===== src/rtl/cdb_arbiter_if.sv =====
// cdb_arbiter_if: tag type and completion/CDB bundle shared by the FUs, the cdb_arbiter and the reservation station.
//   master: drives fu_done/fu_tag/squash; observes fu_stall/cdb_ready/cdb_tag/free/overflow
//   slave : the arbiter side of the same bundle
package cdb_arbiter_pkg;
  localparam int REG_W = 6;
  typedef struct packed {
    logic             ready;
    logic [REG_W-1:0] reg_num;
  } reg_t;
endpackage

interface cdb_arbiter_if #(parameter int NUM_FU = 5);
  import cdb_arbiter_pkg::*;
  logic [NUM_FU-1:0] fu_done;
  reg_t [NUM_FU-1:0] fu_tag;
  logic              squash;
  logic [NUM_FU-1:0] fu_stall;
  logic              cdb_ready;
  reg_t              cdb_tag;
  logic [NUM_FU-1:0] free;
  logic              overflow;
  modport master (output fu_done, fu_tag, squash, input fu_stall, cdb_ready, cdb_tag, free, overflow);
  modport slave (input fu_done, fu_tag, squash, output fu_stall, cdb_ready, cdb_tag, free, overflow);
endinterface


===== src/rtl/cdb_arbiter.sv =====
// cdb_arbiter: per-FU completion queues with round-robin grant of one tag per cycle onto the CDB.
//   i_clock : rising-edge clock
//   i_reset : asynchronous active-low reset
//   io_cdb  : completion inputs (fu_done/fu_tag/squash) and CDB outputs (fu_stall/cdb_ready/cdb_tag/free/overflow)
module cdb_arbiter
  import cdb_arbiter_pkg::*;
#(
  parameter int NUM_FU = 5,
  parameter int DEPTH  = 2
) (
  input logic          i_clock,
  input logic          i_reset,
  cdb_arbiter_if.slave io_cdb
);
  localparam int PW = $clog2(DEPTH);
  localparam int CW = PW + 1;
  localparam int RW = NUM_FU > 1 ? $clog2(NUM_FU) : 1;
  logic [REG_W-1:0]  r_mem [NUM_FU][DEPTH];
  logic [CW-1:0]     r_cnt [NUM_FU];
  logic [PW-1:0]     r_wp  [NUM_FU];
  logic [PW-1:0]     r_rp  [NUM_FU];
  logic [RW-1:0]     r_rr;
  logic              r_cdb_ready;
  reg_t              r_cdb_tag;
  logic [NUM_FU-1:0] r_free;
  logic              r_overflow;
  logic [NUM_FU-1:0] w_ne, w_full, w_push, w_pop, w_drop;
  logic              w_found, w_win;
  logic [RW-1:0]     w_gnt, w_nxt;
  logic [REG_W-1:0]  w_head;
  for (genvar i = 0; i < NUM_FU; i++) begin : g_q
    assign w_ne[i]   = r_cnt[i] != '0;
    assign w_full[i] = r_cnt[i] == CW'(DEPTH);
    assign w_push[i] = io_cdb.fu_done[i] && !w_full[i];
    assign w_drop[i] = io_cdb.fu_done[i] && w_full[i];
    assign w_pop[i]  = w_found && w_gnt == RW'(i);
  end
  // Scan from rr upward, wrapping at NUM_FU; the first non-empty queue wins.
  always_comb begin
    w_found = 1'b0;
    w_gnt = '0;
    for (int k = 0; k < NUM_FU; k++) begin
      int j;
      j = int'(r_rr) + k;
      j = j >= NUM_FU ? j - NUM_FU : j;
      if (!w_found && w_ne[RW'(j)]) begin
        w_found = 1'b1;
        w_gnt = RW'(j);
      end
    end
  end
  assign w_win  = w_found && !io_cdb.squash;
  assign w_nxt  = w_gnt == RW'(NUM_FU - 1) ? '0 : w_gnt + RW'(1);
  assign w_head = r_mem[w_gnt][r_rp[w_gnt]];
  always_ff @(posedge i_clock or negedge i_reset)
    if (!i_reset)
      for (int i = 0; i < NUM_FU; i++) begin
        r_cnt[i] <= '0;
        r_wp[i] <= '0;
        r_rp[i] <= '0;
      end
    else if (io_cdb.squash)
      for (int i = 0; i < NUM_FU; i++) begin
        r_cnt[i] <= '0;
        r_wp[i] <= '0;
        r_rp[i] <= '0;
      end
    else
      for (int i = 0; i < NUM_FU; i++) begin
        r_cnt[i] <= r_cnt[i] + CW'(w_push[i]) - CW'(w_pop[i]);
        r_wp[i] <= r_wp[i] + PW'(w_push[i]);
        r_rp[i] <= r_rp[i] + PW'(w_pop[i]);
      end
  // Storage needs no reset: counts alone decide which entries are live.
  always_ff @(posedge i_clock)
    for (int i = 0; i < NUM_FU; i++)
      if (w_push[i] && !io_cdb.squash) r_mem[i][r_wp[i]] <= io_cdb.fu_tag[i].reg_num;
  always_ff @(posedge i_clock or negedge i_reset)
    if (!i_reset) begin
      r_rr <= '0;
      r_cdb_ready <= 1'b0;
      r_cdb_tag <= '0;
      r_free <= '0;
      r_overflow <= 1'b0;
    end else begin
      r_overflow <= r_overflow | (!io_cdb.squash && |w_drop);
      r_cdb_ready <= w_win;
      r_cdb_tag <= w_win ? reg_t'({1'b1, w_head}) : '0;
      r_free <= w_win ? NUM_FU'(1) << w_gnt : '0;
      r_rr <= io_cdb.squash ? '0 : w_found ? w_nxt : r_rr;
    end
  assign io_cdb.fu_stall  = w_full;
  assign io_cdb.cdb_ready = r_cdb_ready;
  assign io_cdb.cdb_tag   = r_cdb_tag;
  assign io_cdb.free      = r_free;
  assign io_cdb.overflow  = r_overflow;
endmodule


===== src/flat_wrapper.sv =====
// flat-port wrapper written by rule: the top's interface ports become plain ports
module cdb_arbiter_flat import cdb_arbiter_pkg::*;
#(
  parameter int NUM_FU = 5,
  parameter int DEPTH  = 2
)
  (i_clock, i_reset, io_cdb_fu_done, io_cdb_fu_tag, io_cdb_squash, io_cdb_fu_stall, io_cdb_cdb_ready, io_cdb_cdb_tag, io_cdb_free, io_cdb_overflow);
  cdb_arbiter_if #(.NUM_FU(NUM_FU)) io_cdb_i ();
  input logic i_clock;
  input logic i_reset;
  input wire logic [$bits(io_cdb_i.fu_done)-1:0] io_cdb_fu_done;
  input wire logic [$bits(io_cdb_i.fu_tag)-1:0] io_cdb_fu_tag;
  input wire logic [$bits(io_cdb_i.squash)-1:0] io_cdb_squash;
  output wire logic [$bits(io_cdb_i.fu_stall)-1:0] io_cdb_fu_stall;
  output wire logic [$bits(io_cdb_i.cdb_ready)-1:0] io_cdb_cdb_ready;
  output wire logic [$bits(io_cdb_i.cdb_tag)-1:0] io_cdb_cdb_tag;
  output wire logic [$bits(io_cdb_i.free)-1:0] io_cdb_free;
  output wire logic [$bits(io_cdb_i.overflow)-1:0] io_cdb_overflow;
  assign io_cdb_i.fu_done = io_cdb_fu_done;
  assign io_cdb_i.fu_tag = io_cdb_fu_tag;
  assign io_cdb_i.squash = io_cdb_squash;
  assign io_cdb_fu_stall = io_cdb_i.fu_stall;
  assign io_cdb_cdb_ready = io_cdb_i.cdb_ready;
  assign io_cdb_cdb_tag = io_cdb_i.cdb_tag;
  assign io_cdb_free = io_cdb_i.free;
  assign io_cdb_overflow = io_cdb_i.overflow;
  cdb_arbiter #(.NUM_FU(NUM_FU), .DEPTH(DEPTH)) u_core (.i_clock(i_clock), .i_reset(i_reset), .io_cdb(io_cdb_i));
endmodule

===== config.mk =====
export PLATFORM = sky130hd
export DESIGN_NAME = cdb_arbiter_flat
export DESIGN_NICKNAME = d
export VERILOG_FILES = /design/src/rtl/cdb_arbiter_if.sv /design/src/rtl/cdb_arbiter.sv /design/src/flat_wrapper.sv
export SDC_FILE = /design/constraint.sdc
export NUM_CORES = 1
export LEC_CHECK = 0
export ABC_AREA = 1
export CAP_MARGIN = 10
export CELL_PAD_IN_SITES_DETAIL_PLACEMENT = 0
export CELL_PAD_IN_SITES_GLOBAL_PLACEMENT = 2
export CORE_MARGIN = 1
export CORE_UTILIZATION = 25
export CTS_CLUSTER_DIAMETER = 100
export DETAILED_ROUTE_END_ITERATION = 16
export PLACE_DENSITY = 0.67
export SLEW_MARGIN = 20
export SYNTH_ARGS = -nofsm -noshare
export SYNTH_HDL_FRONTEND = slang
export SYNTH_SLANG_ARGS = --single-unit

===== constraint.sdc =====
create_clock -name i_clock -period 3.85 [get_ports i_clock]
set_clock_uncertainty 0.2 [all_clocks]
set_input_delay 1.155 -clock i_clock [delete_from_list [all_inputs] [get_ports i_clock]]
set_output_delay 1.155 -clock i_clock [all_outputs]
set_load 0.02 [all_outputs]

==> run_results.csv, run 1 <==
group,metric,value,unit
layout,drive_gt1_share,18.9,%
worst_setup_path,r2r_end,"u_core.r_cnt[5]",
yosys,netlist_instances,585,
sta,drv_slew,0,
clock_tree,cts_tree,"done",
sta,rsz0062_at_grt,"true",
worst_setup_path,r2r_slack,0.18,ns
yosys,yosys-top-cells-count,"146 x nand2_1, 65 x inv_1, 60 x edfxtp_1",
die,initial_core_util,25.7,%
route,first_pass_iters,4,
clock_tree,clk_pin_slew,0.07,ns
yosys,netlist_area,5230,µm²
sta,fin_crit_sh,95.3,%
worst_setup_path,rr_startpoint,"u_core.r_rr[0]",
layout,layout.nets,737,
worst_setup_path,arrival,3.71,ns
route,drt-wirelength-per-cell,14.3,µm
global_routing,track_usage,13.0,%
layout,diodes,0,
sta,finalCriticalPeriod,3.67,ns
sta,whs,0.260,ns
yosys,ys_types,42,
sta,worst_slack,0.182,ns
flow_run,drv_cap,0,
yosys,yosys-top-cells-area,"edfxtp_1 34%, dfrtp_1 17%, nand2_1 10%",
die,die_h,147,µm
hold_path,hold_end,"u_core.r_rp[0]",
yosys,syn_avg_cell_area,8.94,µm²
sta,relSlewSlack,41.8,%
sta,timing.fmax,273,MHz
die,die_x,147,µm
die,io_pins,62,
yosys,yosys_warnings,0,
clock_tree,htree_levels,3,
die,die_area,21500,µm²
die,placeableCoreArea,20400,µm²
global_routing,grt_max_degree,37,
worst_setup_path,crit_start,"u_core.r_rr[0]",
worst_setup_path,crit_type,"register to register",
yosys,synth-edff-count,60,
clock_tree,max-clock-path-buffers,2,
global_routing,grt_overflow,0,
placement,port_buffers,56,
yosys,synth_top_area_share,34.4,%
hold_path,min_path_cells,1,
route,vias,4094,
yosys,synth_most_common_cell,"nand2_1",
worst_setup_path,required,3.89,ns
global_routing,grt_pass1_vias,3853,
clock_tree,cts_made_buffers,9,
yosys,syn_nets,649,
route,routed_wl,13600,µm
sta,setup-violations-final,0,
hold_path,holdCritPathClass,"register to register",
route,drt_iter0_markers,268,
outcome,status,"complete, no violations",
route,ant_nets,0,
yosys,seq_area_frac_synth,51.6,%
clock_tree,root_buffer,"clkbuf_16",
sta,worst_pin_slew,0.873,ns
worst_setup_path,startpoint_type,"register",
layout,syn2layout_area_growth,29.5,%
hold_path,hp-start,"u_core.r_rp[0]",
layout,final.fill_count,2118,
clock_tree,clk_latency,0.35,ns
die,rows,52,
placement,dp_slack,0.0828,ns
sta,hold_viol,0,
yosys,ys.flop_type,"edfxtp_1",
worst_setup_path,crit_path_end_kind,"register",
placement,hpwl,10400,µm
yosys,synthArstFlopShare,37.5,%
route,viasPerCell,4.32,
route,drc,0,
yosys,ys_ff_latch,96,
placement,gp_congestion,0.772,
clock_tree,cts_sinks,96,
yosys,yosys.area.top_type,"edfxtp_1",
worst_setup_path,worst-path-max-fanout,6,
global_routing,antenna_found_initial,0,
global_routing,grt_pass1_wl,21500,µm
worst_setup_path,reg2reg_depth,24,
layout make-up:
| class | instances | area, µm² | area share, % |
|---|---|---|---|
| inverters | 77 | 297 | 4.38 |
| clock buffers | 9 | 225 | 3.32 |
| repair buffers | 93 | 857 | 12.7 |
| multi-input cells | 396 | 2290 | 33.8 |
| well taps | 270 | 338 | 4.99 |
| flip-flops and latches | 96 | 2700 | 39.9 |
| clock inverters | 7 | 63.8 | 0.942 |
placed cells by master (no fill, tap or decap), types with 6 or more instances in the layout:
| cell type | Yosys | final |
|---|---|---|
| a21oi_1 | 12 | 12 |
| buf_4 | 3 | 34 |
| clkbuf_16 | 0 | 9 |
| clkdlybuf4s50_1 | 0 | 55 |
| dfrtp_1 | 36 | 35 |
| edfxtp_1 | 60 | 60 |
| ha_1 | 20 | 16 |
| inv_1 | 65 | 62 |
| inv_2 | 11 | 12 |
| nand2_1 | 146 | 141 |
| nand2_2 | 9 | 11 |
| nand2_4 | 3 | 6 |
| nand3_1 | 45 | 41 |
| nand3_2 | 6 | 9 |
| nand4_1 | 19 | 19 |
| nor2_1 | 49 | 48 |
| o21ai_0 | 22 | 20 |
| o21ai_1 | 16 | 15 |
| or2_2 | 6 | 6 |
metrics by stage:
stage	std cells	util, %	TNS [ns]	area [µm²]
2_1_floorplan	585	-	0	5250
3_3_place_gp	926	30.9	0	6290
3_5_place_dp	926	30.9	0	6290
4_1_cts	942	32.3	0	6580
5_1_grt	948	33.3	-0.161	6770
6_report	948	33.3	0	6770
kinds of logic after synthesis:
kind of cell             Yosys count  share of synthesized area [%]
XOR/XNOR                          11                           1.98
AND/OR/NAND/NOR                  304                           27.8
flip-flops                        96                           51.6
AO/OA/AOI/OAI                     60                           6.29
buffers and inverters             93                           7.15
adder cells (fa/ha/maj)           21                           5.17
flip-flops by register name, indices dropped and copies added (netlist names):
signal,flops
u_core.r_wp,5
u_core.io_cdb.free,5
u_core.io_cdb.overflow,1
u_core.r_cnt,10
u_core.r_rr,3
u_core.r_mem,60
u_core.io_cdb.cdb_tag,6
u_core.io_cdb.cdb_ready,1
u_core.r_rp,5
critical path, stage by stage (launching register included):
cell     delay (ns)
dfrtp_1        0.42
inv_4          0.09
ha_1           0.14
inv_1          0.05
fa_2           0.37
inv_4          0.10
nand2_4        0.08
nand2_1        0.08
o21a_1         0.19
inv_1          0.05
nand2_1        0.08
nand2_2        0.09
nor2_4         0.18
buf_4          0.14
nand3_2        0.12
nand2_4        0.13
nor2_8         0.04
ha_1           0.18
nand2_2        0.09
inv_1          0.05
ha_1           0.26
inv_1          0.04
ha_1           0.17
xor2_1         0.15
nor2_1         0.05
how the worst max path moves through the flow:
| stage | end | slack [ns] | depth (start not counted) |
|---|---|---|---|
| detailed placement | u_core.r_cnt[3] | 0.08 | 24 |
| finish | u_core.r_cnt[5] | 0.18 | 24 |
| CTS | u_core.r_cnt[3] | 0.07 | 24 |
| floorplan | u_core.r_cnt[5] | 0.003 | 28 |
| global route | u_core.r_cnt[3] | -0.05 | 25 |
| global placement | u_core.r_cnt[3] | 0.07 | 25 |
metal layers:
layer	up-vias	share of wire, %	GRT usage (%)
li1	2115	-	-
met1	1899	51	19.1
met2	71	44	19.1
met3	9	3.6	2.81
met4	0	1.3	3.59
met5	-	0	0
repair_timing:
item	4_1_cts	5_1_grt
setup buffers	0	6
endpoints found under the setup margin	0	14
gates resized for setup	0	33
hold buffers	0	0
Power of run 1 is left out: the tool's default activity adds up to more than one toggle a clock period on the data nets, which glitch-free logic cannot reach.
==> run 2: changes to the inputs <==
PLACE_DENSITY = 0.69   (was 0.67)
==> run_results.csv, run 2 (same netlist as run 1, synthesis figures left out) <==
group,metric,value,unit
worst_setup_path,crit_path_end_kind,"register",
sta,whs,0.262,ns
clock_tree,max-clock-path-buffers,2,
route,first_pass_iters,4,
route,ant_nets,0,
global_routing,grt_overflow,0,
placement,place_area,6300,µm²
worst_setup_path,arrival,3.67,ns
route,vias,4070,
layout,design_area,6820,µm²
sta,timing.fmax,272,MHz
route,drt_iter0_markers,307,
worst_setup_path,rr_startpoint,"u_core.r_rr[0]",
global_routing,antenna_found_initial,0,
sta,setup-violations-final,0,
die,placeableCoreArea,20400,µm²
die,initial_core_util,25.7,%
placement,dp.cells,927,
sta,worst_pin_slew,0.881,ns
clock_tree,clk_latency,0.34,ns
sta,relSlewSlack,41.3,%
flow_run,drv_cap,0,
sta,rsz0062_at_grt,"true",
sta,drv_slew,0,
worst_setup_path,r2r_end,"u_core.r_cnt[9]",
clock_tree,clk_pin_slew,0.06,ns
worst_setup_path,worst-path-max-fanout,9,
layout,layout_commonest_cell,"nand2_1",
layout,layout.nets,745,
route,routed_wl,13400,µm
die,rows,52,
sta,worst_slack,0.178,ns
layout,multiInputGateArea,2260,µm²
sta,hold_viol,0,
layout,syn2layout_area_growth,30.4,%
worst_setup_path,crit_type,"register to register",
global_routing,grt_pass1_wl,21400,µm
worst_setup_path,crit_start,"u_core.r_rr[0]",
worst_setup_path,critPathCapture,"u_core.r_cnt[9]",
global_routing,grt_max_degree,37,
worst_setup_path,required,3.85,ns
hold_path,holdCritPathClass,"register to register",
worst_setup_path,startpoint_type,"register",
route,viasPerCell,4.26,
layout,final_cell_mix,"140 x nand2_1, 62 x inv_1, 60 x edfxtp_1",
global_routing,track_usage,12.8,%
clock_tree,root_buffer,"clkbuf_16",
clock_tree,htree_levels,3,
die,die_h,147,µm
die,io_pins,62,
placement,hpwl,10400,µm
outcome,status,"complete, no violations",
worst_setup_path,r2r_slack,0.18,ns
sta,finalCriticalPeriod,3.67,ns
layout,drive_gt1_share,19.1,%
clock_tree,cts_tree,"done",
placement,gp_congestion,0.778,
route,drt-wirelength-per-cell,14.0,µm
placement,port_buffers,56,
clock_tree,cts_sinks,96,
die,die_area,21500,µm²
placement,dp_slack,0.0134,ns
layout,stdcell_count,955,
die,die_x,147,µm
layout,diodes,0,
clock_tree,cts_made_buffers,9,
worst_setup_path,reg2reg_depth,22,
route,drc,0,
global_routing,grt_pass1_vias,3927,
layout,layout.area.seq,2700,µm²
layout,largest_register_ffs,60,
layout,final.fill_count,2068,
sta,fin_crit_sh,95.4,%
==> run 2: cell count changes in the layout (fill, tap and decap cells not counted), moves of 2 or more <==
cell,before,now
inv_4,3,1
inv_2,12,14
bufinv_16,0,2
inv_6,3,0
buf_4,34,42
nand3_1,41,43
nand2_2,11,13
==> run 2: area by class of cell <==
| class | instances | area share (%) |
|---|---|---|
| clock buffers | 9 | 3.30 |
| well taps | 270 | 4.95 |
| inverters | 77 | 4.27 |
| repair buffers | 101 | 13.3 |
| multi-input cells | 396 | 33.2 |
| clock inverters | 6 | 1.38 |
| flip-flops and latches | 96 | 39.6 |
==> run 2: worst max-delay path, cell delays in order (launching register included) <==
cell and delay, ns:
dfrtp_1 0.43, inv_4 0.11, ha_1 0.14, inv_1 0.05, fa_2 0.51, inv_1 0.04
nand2_1 0.05, o21a_1 0.18, nand4_1 0.12, nand2_2 0.14, nor2_4 0.05, buf_4 0.13
nand3_1 0.06, nand2_1 0.09, nor2_4 0.12, buf_6 0.12, nand2_4 0.10, nor3_4 0.20
ha_1 0.24, inv_1 0.06, ha_1 0.16, xor2_1 0.16, nor2_1 0.06
==> run 2: worst min path at each step <==
stage	startpoint	endpoint	slack [ns]	depth (start not counted)
2_1_floorplan	u_core.r_rp[3]	u_core.r_rp[3]	0.23	1
3_3_place_gp	u_core.r_rp[3]	u_core.r_rp[3]	0.25	1
3_5_place_dp	u_core.r_rp[3]	u_core.r_rp[3]	0.26	1
4_1_cts	u_core.r_rp[3]	u_core.r_rp[3]	0.27	1
5_1_grt	u_core.r_wp[0]	u_core.r_wp[0]	0.30	1
6_report	u_core.r_rp[3]	u_core.r_rp[3]	0.26	1
==> run 2: what timing repair did <==
item                                    in CTS  in global routing
endpoints found under the setup margin       1                 15
buffers inserted                             0                 13
gates resized for setup                      1                 26
cloned                                       0                  0
pin swaps                                    0                  7
endpoints found under the hold margin        0                  0
hold buffers                                 0                  0
==> run 2: metal layers <==
| metal | part of all wire, % | routed length (µm) | GRT usage, % | up-vias |
|---|---|---|---|---|
| met5 | 0 | 0 | 0 | - |
| met4 | 0.88 | 117 | 3.13 | 0 |
| met3 | 3.8 | 512 | 2.50 | 11 |
| met2 | 45 | 6030 | 19.5 | 70 |
| met1 | 50 | 6700 | 18.4 | 1866 |
| li1 | - | - | - | 2123 |
==> run 2: stage by stage <==
stage,util (%),setup TNS (ns)
2_1_floorplan,-,0
6_report,33.5,0
4_1_cts,32.5,0
5_1_grt,33.5,-0.129
3_3_place_gp,30.9,0
3_5_place_dp,30.9,0
Power of run 2 is left out for the same reason.
==> run 3: changes to the inputs <==
RECOVER_POWER = 50   (was default)
==> run_results.csv, run 3 (same netlist as run 1, synthesis figures left out) <==
group,metric,value,unit
clock_tree,root_buffer,"clkbuf_16",
worst_setup_path,worst-path-max-fanout,9,
global_routing,grt_pass1_wl,21400,µm
route,drt_iter0_markers,305,
worst_setup_path,startpoint_type,"register",
sta,fin_crit_sh,95.4,%
worst_setup_path,crit_chain,"inv_4 > ha_1 > inv_1 > fa_2 > inv_1 > nand2_1 > o21a_1 > nand4_1 > nand2_2 > nor2_4 > buf_4 > nand3_1 > nand2_1 > nor2_4 > buf_6 > nand2_4 > nor3_4 > ha_1 > inv_1 > ha_1 > xor2_1 > nor2_1",
layout,layout_commonest_cell,"nand2_1",
clock_tree,max-clock-path-buffers,2,
placement,gp_congestion,0.778,
clock_tree,cts_made_buffers,9,
layout,syn2layout_area_growth,30.2,%
die,placeableCoreArea,20400,µm²
route,ant_nets,0,
layout,final_cell_mix,"140 x nand2_1, 62 x inv_1, 60 x edfxtp_1",
layout,diodes,0,
outcome,violations,"max-capacitance violations, max-slew violations",
global_routing,antenna_found_initial,0,
layout,largest_register_ffs,60,
route,drc,0,
placement,dp.cells,927,
sta,finalCriticalPeriod,3.67,ns
flow_run,drv_cap,1,
placement,place_area,6300,µm²
die,die_h,147,µm
layout,layout.nets,745,
route,viasPerCell,4.28,
die,die_area,21500,µm²
global_routing,grt_pass1_vias,3927,
clock_tree,clk_pin_slew,0.06,ns
sta,drv_slew,37,
clock_tree,cts_sinks,96,
sta,hold_viol,0,
layout,stdcell_count,955,
worst_setup_path,crit_path_end_kind,"register",
clock_tree,clk_latency,0.34,ns
clock_tree,htree_levels,3,
sta,relSlewSlack,-39.7,%
placement,port_buffers,56,
worst_setup_path,crit_type,"register to register",
placement,hpwl,10400,µm
sta,setup-violations-final,0,
global_routing,track_usage,12.8,%
route,vias,4091,
outcome,status,"finished, violations left",
route,drt-wirelength-per-cell,14.0,µm
layout,drive_gt1_share,18.7,%
die,io_pins,62,
die,die_x,147,µm
worst_setup_path,arrival,3.67,ns
clock_tree,cts_tree,"done",
die,initial_core_util,25.7,%
clock_tree,cts_hold_buf,0,
worst_setup_path,slowest_stage,"fa_2",
hold_path,holdCritPathClass,"register to register",
worst_setup_path,required,3.85,ns
global_routing,grt_overflow,0,
route,routed_wl,13400,µm
sta,timing.fmax,272,MHz
sta,whs,0.262,ns
sta,rsz0062_at_grt,"true",
sta,worst_pin_slew,2.10,ns
die,rows,52,
worst_setup_path,cpPeakStageDelay,0.51,ns
layout,design_area,6820,µm²
route,first_pass_iters,4,
global_routing,grt_max_degree,37,
-- run 3: cell types whose count changed in the layout (fill, tap and decap cells not counted), sizes merged --
| cell | before | now |
|---|---|---|
| buf | 46 | 43 |
| clkbuf | 9 | 12 |
| clkdlybuf4s50 | 55 | 25 |
| dlygate4sd3 | 0 | 30 |
-- run 3: per-stage QoR --
stage | setup slack, ns | setup TNS [ns] | util (%)
after global placement | 0.0703 | 0 | 30.9
final | 0.177 | 0 | 33.5
after detailed placement | 0.0134 | 0 | 30.9
after CTS | 0.00300 | 0 | 32.5
after floorplan | 0.00333 | 0 | -
after global routing | -0.0454 | -0.129 | 33.5
-- run 3: critical path, delay by kind of cell, from the launching register on --
family / cells / cell delay, ns
fa+ha+maj: 4 / 1.05
simple gates: 10 / 0.99
buf+inv: 6 / 0.51
flops: 1 / 0.43
compound gates: 1 / 0.18
xor+xnor: 1 / 0.16
-- run 3: timing repair --
action	CTS	global route
setup buffers	0	13
pin swaps	0	7
resized for setup	1	26
endpoints found under the setup margin	1	15
-- run 3: final timing paths --
check | slack, ns | cells past startpoint | startpoint | endpoint
max | 0.18 | 22 | u_core.r_rr[0] | u_core.r_cnt[9]
min | 0.26 | 1 | u_core.r_rp[3] | u_core.r_rp[3]
max reg2reg | 0.18 | 22 | u_core.r_rr[0] | u_core.r_cnt[9]
min reg2reg | 0.26 | 1 | u_core.r_rp[3] | u_core.r_rp[3]
max in group asynchronous | 1.03 | 1 | i_reset | u_core.r_cnt[7]
min in group asynchronous | 1.20 | 1 | i_reset | u_core.io_cdb.cdb_tag[4]
-- run 3: final cells by class --
type | instances | area (µm²)
Sequential cell | 96 | 2700
Inverter | 77 | 292
Fill cell | 2072 | 13500
Clock inverter | 6 | 93.8
Tap cell | 270 | 338
Timing Repair Buffer | 101 | 900
Clock buffer | 9 | 225
Multi-Input combinational cell | 396 | 2260
-- run 3: routing by layer --
metal	vias up	wire length (µm)	track usage [%]
met5	-	0	0
met4	0	116	3.13
li1	2124	-	-
met1	1882	6710	18.4
met3	11	522	2.50
met2	74	6010	19.5
Power of run 3 is left out for the same reason.
